$ cat config.mk
export PLATFORM = sky130hd
export DESIGN_NAME = mem_access
export DESIGN_NICKNAME = d
export VERILOG_FILES = /design/src/rtl/mem_access.sv
export SDC_FILE = /design/constraint.sdc
export NUM_CORES = 1
export LEC_CHECK = 0
export ABC_AREA = 1
export BUFFER_PORTS_ARGS = -buffer_cell sky130_fd_sc_hd__clkbuf_2
export CORE_AREA = 5 5 233 235
export DETAILED_ROUTE_END_ITERATION = 10
export DIE_AREA = 0 0 238 240
export PLACE_DENSITY = 0.48
export SLEW_MARGIN = 20
export SYNTH_ARGS = -nofsm -noshare
export SYNTH_HDL_FRONTEND = slang
export SYNTH_SLANG_ARGS = --single-unit
$ cat constraint.sdc
create_clock -name clk -period 8.6 [get_ports clk]
set_clock_uncertainty 0.1 [all_clocks]
set_input_delay 0.86 -clock clk [delete_from_list [all_inputs] [get_ports clk]]
set_output_delay 0.86 -clock clk [all_outputs]
set_load 0.05 [all_outputs]
$ cat src/rtl/mem_access.sv
// Memory-access pipeline stage: passes ALU results through, runs req/ack bus
// transactions for loads/stores with lane alignment and load extension.
module mem_access #(
  parameter int unsigned XLEN    = 64,
  parameter int unsigned TIMEOUT = 0
) (
  input  logic            clk,
  input  logic            rst,
  input  logic            flush,
  input  logic            in_valid,
  input  logic [XLEN-1:0] pc,
  input  logic [4:0]      rd,
  input  logic            is_load,
  input  logic            is_store,
  input  logic [2:0]      funct3,
  input  logic [63:0]     addr,
  input  logic [63:0]     wdata,
  input  logic [63:0]     alu_res,
  output logic            bus_req,
  output logic            bus_we,
  output logic [63:0]     bus_addr,
  output logic [63:0]     bus_wdata,
  output logic [7:0]      bus_wmask,
  input  logic            bus_ack,
  input  logic [63:0]     bus_rdata,
  output logic            stall_req,
  output logic            misalign,
  output logic [XLEN-1:0] pc_out,
  output logic [4:0]      rd_out,
  output logic [63:0]     data_out
);

  typedef enum logic [1:0] {IDLE, REQ, DONE} state_t;

  state_t      state, state_nx;
  logic [2:0]  off;
  logic        is_mem, is_wr, misaligned_acc, go, kill, flush_q;
  logic [63:0] shifted, load_fmt, st_wdata, cap_data;
  logic [7:0]  st_wmask;

  // No bus timeout is implemented; the parameter is kept for interface compatibility.
  if (TIMEOUT != 0) begin : g_timeout_reserved
  end

  assign off    = addr[2:0];
  assign is_mem = in_valid & (is_load | is_store);
  assign is_wr  = is_store & ~is_load;
  assign go     = (state == IDLE) & is_mem & ~flush & ~misaligned_acc;
  assign kill   = flush_q | flush;

  always_comb begin
    misaligned_acc = 1'b0;
    case (funct3[1:0])
      2'b00:   misaligned_acc = 1'b0;
      2'b01:   misaligned_acc = addr[0];
      2'b10:   misaligned_acc = |addr[1:0];
      default: misaligned_acc = |addr[2:0];
    endcase
  end

  assign shifted  = bus_rdata >> {off, 3'b000};
  assign st_wdata = wdata << {off, 3'b000};

  always_comb begin
    load_fmt = shifted;
    st_wmask = 8'hFF;
    case (funct3[1:0])
      2'b00: begin
        load_fmt = {{56{~funct3[2] & shifted[7]}}, shifted[7:0]};
        st_wmask = 8'h01 << off;
      end
      2'b01: begin
        load_fmt = {{48{~funct3[2] & shifted[15]}}, shifted[15:0]};
        st_wmask = 8'h03 << off;
      end
      2'b10: begin
        load_fmt = {{32{~funct3[2] & shifted[31]}}, shifted[31:0]};
        st_wmask = 8'h0F << off;
      end
      default: begin
        load_fmt = shifted;
        st_wmask = 8'hFF;
      end
    endcase
  end

  always_ff @(posedge clk or posedge rst) begin
    if (rst) state <= IDLE;
    else     state <= state_nx;
  end

  always_comb begin
    state_nx = state;
    case (state)
      IDLE:    if (go) state_nx = REQ;
      REQ:     if (bus_ack) state_nx = kill ? IDLE : DONE;
      default: state_nx = IDLE;
    endcase
  end

  always_comb begin
    stall_req = 1'b0;
    misalign  = 1'b0;
    rd_out    = '0;
    data_out  = '0;
    pc_out    = rst ? '0 : pc;
    if (!rst) begin
      case (state)
        IDLE: begin
          if (in_valid && !flush) begin
            if (is_mem) begin
              if (misaligned_acc) misalign  = 1'b1;
              else                stall_req = 1'b1;
            end else begin
              rd_out   = rd;
              data_out = alu_res;
            end
          end
        end
        REQ:  stall_req = 1'b1;
        default: begin
          // Inputs are still held upstream here, so pc/rd belong to this instruction.
          if (!bus_we) begin
            rd_out   = flush ? '0 : rd;
            data_out = cap_data;
          end
        end
      endcase
    end
  end

  always_ff @(posedge clk or posedge rst) begin
    if (rst) begin
      bus_req   <= 1'b0;
      bus_we    <= 1'b0;
      bus_addr  <= '0;
      bus_wdata <= '0;
      bus_wmask <= '0;
      cap_data  <= '0;
      flush_q   <= 1'b0;
    end else begin
      case (state)
        IDLE: begin
          flush_q <= 1'b0;
          if (go) begin
            bus_req   <= 1'b1;
            bus_we    <= is_wr;
            bus_addr  <= {addr[63:3], 3'b000};
            bus_wdata <= st_wdata;
            bus_wmask <= st_wmask;
          end
        end
        REQ: begin
          if (bus_ack) begin
            bus_req <= 1'b0;
            flush_q <= 1'b0;
            if (!bus_we) cap_data <= load_fmt;
          end else if (flush) begin
            flush_q <= 1'b1;
          end
        end
        default: flush_q <= 1'b0;
      endcase
    end
  end

endmodule

## Yosys cells after proc, flatten, opt, wreduce, memory -nomap -nowiden

Index checks and enable logic that the tools add are counted.

| word-level totals | value |
|---|---|
| input bits | 335 |
| logic and storage cells | 80 |
| output and inout bits | 273 |
| bits in registers | 202 |

| operators by class | value |
|---|---|
| shift-type cells | 5 |
| bitwise gates (word level) | 15 |
| reductions and logical operators | 11 |
| equal/unequal tests | 6 |
| mux-type cells | 35 |

Operators by type and width:

| operator | number |
|---|---|
| $mux W64 | 5 |
| $pmux W64 S3 | 1 |
| $pmux W64 S2 | 1 |
| $shl A64 B6 Y64 | 1 |
| $shr A64 B6 Y64 | 1 |
| $mux W5 | 5 |
| $pmux W8 S3 | 1 |
| $mux W1 | 14 |
| $pmux W5 S2 | 1 |
| $and A1 B1 Y1 | 8 |
| $shl A1 B3 Y8 const A | 1 |
| $shl A2 B3 Y8 const A | 1 |
| $shl A4 B3 Y8 const A | 1 |
| $mux W2 | 3 |
| $reduce_and A3 Y1 | 2 |
| $not A1 Y1 | 5 |
| $eq A2 B1 Y1 const B | 2 |
| $logic_not A2 Y1 | 2 |
| $ne A2 B2 Y1 const B | 2 |
| $pmux W1 S2 | 2 |
| $pmux W2 S2 | 1 |
| $reduce_and A2 Y1 | 2 |
| $ne A3 B3 Y1 const B | 1 |
| $pmux W1 S3 | 1 |
| other kinds (7) | 8 |

## Logic depth before layout (Yosys ltp)

| depth | value |
|---|---|
| depth in word-level cells | 7 |
| depth in mapped cells | 13 |
| depth with buffers taken out | 10 |

## Least setup slack after synthesis

Ideal clock, no wire load.

| timing | value |
|---|---|
| kind | input to output |
| from | in rst |
| to | out rd_out[0] |
| setup slack | 0.268 ns |
| buffers on the path | 1 |
| arrival time | 7.372 ns |
| cell stages on the path | 4 |
| data required time | 7.640 ns |
| path through | clkbuf_1 inv_1 o21ai_0 nor2_1 |

| between the ends | value |
|---|---|
| longest elaborated chain between the ends | 1 |

RTL lines:

| item | line | text |
|---|---|---|
| start, declared | 8 | `input logic rst,` |
| $mux W5 | 107 | `if (!rst) begin` |
| end, declared | 29 | `output logic [4:0] rd_out,` |

No other way between the ends.

## Final worst setup path

| timing | value |
|---|---|
| from | in addr[2] |
| to | out stall_req |

| between the ends | value |
|---|---|
| longest elaborated chain between the ends | 7 |

RTL lines:

| item | line | text |
|---|---|---|
| start, declared | 16 | `input logic [63:0] addr,` |
| $reduce_or A3 Y1 | 57 | `default: misaligned_acc = \|addr[2:0];` |
| $pmux W1 S3 | 53 | `case (funct3[1:0])` |
| $mux W1 | 112 | `if (misaligned_acc) misalign = 1'b1;` |
| $mux W1 | 111 | `if (is_mem) begin` |
| $mux W1 | 110 | `if (in_valid && !flush) begin` |
| $pmux W1 S2 | 108 | `case (state)` |
| $mux W1 | 107 |  |
| end, declared | 26 | `output logic stall_req,` |

No other way between the ends.

==> results.ini <==
[floorplanning]
start_util = 0.2456
fp.coreArea_sq_um = 52020
die_y_microns = 240
rows = 84
die_area_sq_um = 57120
die_w_microns = 238
io_pins = 608

[synthesis]
syn_inst = 1982
yosys_warnings = 0
ys_seq_area_frac = 0.3957
synth_largest_area_cell = dfrtp_1
synthesis.area_sq_um = 12770
yosysUniqueCellTypes = 32
synth-seq-cells = 202
avgSynthCellArea_sq_um = 6.445
synthTopCellsByArea = dfrtp_1 (40%), nand2_1 (22%), nor2_1 (7.1%)
async_reset_ff_frac = 1.000
synth_edf_count = 0
ys_dominant_reg_cell = dfrtp_1
synth_top_cell_area_share = 0.3957

[power_and_ir_drop]
power_density_nw_per_um2 = 248.0
switching_share = 0.4471
internal_power_mw = 2.333
p_leak_nw = 9.085
pwr-share-clk = 0.266
seqPwrFrac = 0.343
vdd_drop_max_uv = 188.5
p_comb_frac = 0.391
switching_power_mw = 1.887

[clock_tree]
cts_buffers = 26
clk_path_buf_depth = 3
path_clk_slew_ns = 0.06
worstSkewPairLatency_ns = 0.54
htreeDepth = 1
postCtsSetupRepairBufs = 0
root_buffer = clkbuf_16
hold_buffers = 0
cts_tree = yes
cts.sinks = 202
cts_resized = 0

[setup_path]
endpoint_kind = primary output
cp.arrival_ns = 3.93
reg2reg_depth = 7
crit_path_max_fanout = 94
path_class = input port to primary output
start_kind = input port
cp.required_ns = 7.64

[place]
preCtsSetupSlack_ns = 3.517
place.gp.congestion = 0.9460
dpl.hpwl_microns = 48700
port_buffers = 604

[global_routing]
antenna_found_initial = 7
grt_pass1_vias = 14590
overflow = 0
grt_max_degree = 95
grtUsageTotal = 0.2062
grt_pass1_wl_microns = 91400

[routing]
totalWireLength_microns = 62940
dr.pass1.iters = 5
drt_iter0_drc = 1070
vias = 14880
remaining_drc_errors = 0
wl_per_cell_microns = 19.71
ant_nets = 0
vias_per_cell = 4.661

[timing]
slew_viol_final = 0
fin_crit_sh = 0.5682
max_slew_margin = 0.3458
finalCriticalPeriod_ns = 4.887
setup_viol = 0
setup_ws_ns = 3.713
fin_tns_setup_ns = 0
max_slew.worst_pin.slew_ns = 0.9777
max_freq_ghz = 0.2046
rsz0062_at_grt = no
hold_viol_final = 0

[finish]
nets = 2827
drive_above_1_share = 0.2814
syn_to_final_growth_pct = 33.19
diodes = 0

[min_path]
holdPathStages = 1
hold_class = flip-flop to flip-flop

[run]
max-cap-violations = 0

[run_status]
status = complete, no violations

-- per-layer routing --
metal	global-route usage	up-vias	share of wire	routed length (microns)
li1	-	7295	-	-
met4	0.05148	12	0.026	1636
met3	0.05242	80	0.082	5132
met2	0.3725	580	0.50	31390
met1	0.2459	6917	0.39	24710
met5	0	-	0.0013	80
-- sequential cells by signal (all words and copies together) (netlist names) --
signal,cells
bus_wdata,64
state,2
bus_req,1
bus_wmask,8
bus_addr,61
bus_we,1
flush_q,1
cap_data,64
-- logic make-up (layout without fill, tap and decap cells) --
logic type,count (synthesis),count (layout),synth area share
AND/OR/NAND/NOR,1166,1166,0.3670
AO/OA/AOI/OAI,338,338,0.1401
buffers and inverters,267,788,0.08972
flip-flops,202,202,0.3957
adder cells (fa/ha/maj),5,5,0.004897
multiplexers,3,3,0.002351
other,1,3,0.0002935
-- power groups by stage --
stage,Combinational (mW),Clock (mW),Sequential [mW]
CTS,1.67,1.16,1.45
detailed placement,1.67,0,1.46
global route,1.78,1.19,1.49
finish,1.65,1.12,1.45
global placement,1.66,0,1.46
floorplan,0.606,0,1.99
-- metrics by stage --
| stage | cell area (sq um) | instances | hold WS [ns] | utilization | power, mW |
|---|---|---|---|---|---|
| floorplan | 12780 | 1984 | 0.3096 | - | 2.597 |
| global placement | 16150 | 3147 | 0.3165 | 0.3104 | 3.118 |
| detailed placement | 16150 | 3147 | 0.3261 | 0.3104 | 3.129 |
| CTS | 17010 | 3193 | 0.3328 | 0.3270 | 4.286 |
| global route | 17020 | 3193 | 0.3665 | 0.3271 | 4.461 |
| finish | 17020 | 3193 | 0.3304 | 0.3271 | 4.220 |
-- cell type report --
cell class	instances	area (sq um)
clock inverter	8	100.1
timing repair buffer	622	3163
sequential	202	5055
clock buffer	38	767.0
tap	688	860.8
inverter	120	461.7
multi-input combinational	1515	6608
fill	5820	35010
-- cell usage in the layout, fill, tap and decap left out, drive strengths merged, types with 4 or more instances in the layout --
cell type	count
nand2	736
clkbuf	638
nor2	245
dfrtp	202
o21ai	168
nand3	145
a21oi	119
inv	118
or2	31
a31oi	24
buf	22
o31ai	20
clkinv	7
o211ai	6
ha	5
and2	4
-- critical path: stages --
cell and delay, ns:
buf_2 0.43, inv_2 0.04, buf_4 0.28, nand3_1 0.22, nand2_1 0.28, nand2_8 0.49, clkinv_2 0.65, nor2_1 0.29
nor2_1 0.06, clkbuf_2 0.26
-- cells in the mapped netlist (2+ instances only) --
| cell | instances |
|---|---|
| nand3_1 | 144 |
| clkbuf_1 | 66 |
| nor3_1 | 3 |
| inv_2 | 4 |
| o211ai_1 | 6 |
| o21ai_1 | 25 |
| a31oi_1 | 24 |
| and2_1 | 4 |
| nor2_1 | 241 |
| buf_2 | 55 |
| buf_6 | 2 |
| mux2i_1 | 3 |
| nand2_2 | 2 |
| o31ai_1 | 20 |
| dfrtp_1 | 202 |
| or2_1 | 4 |
| inv_1 | 116 |
| nor2_2 | 3 |
| nand2_1 | 733 |
| ha_1 | 5 |
| a21oi_1 | 119 |
| buf_4 | 16 |
| buf_1 | 8 |
| or2_2 | 27 |
| o21ai_0 | 143 |
-- path summary, 6_finish.rpt --
path                       slack [ns]           end      from
min in group asynchronous        0.50      state[1]       rst
max                              3.71     stall_req   addr[2]
max reg2reg                      5.38  bus_wmask[4]  state[1]
min                              0.33      state[1]   flush_q
min reg2reg                      0.33      state[1]   flush_q
max in group asynchronous        6.59   bus_addr[3]       rst
Note: power is estimated with default switching activity, not from simulation.
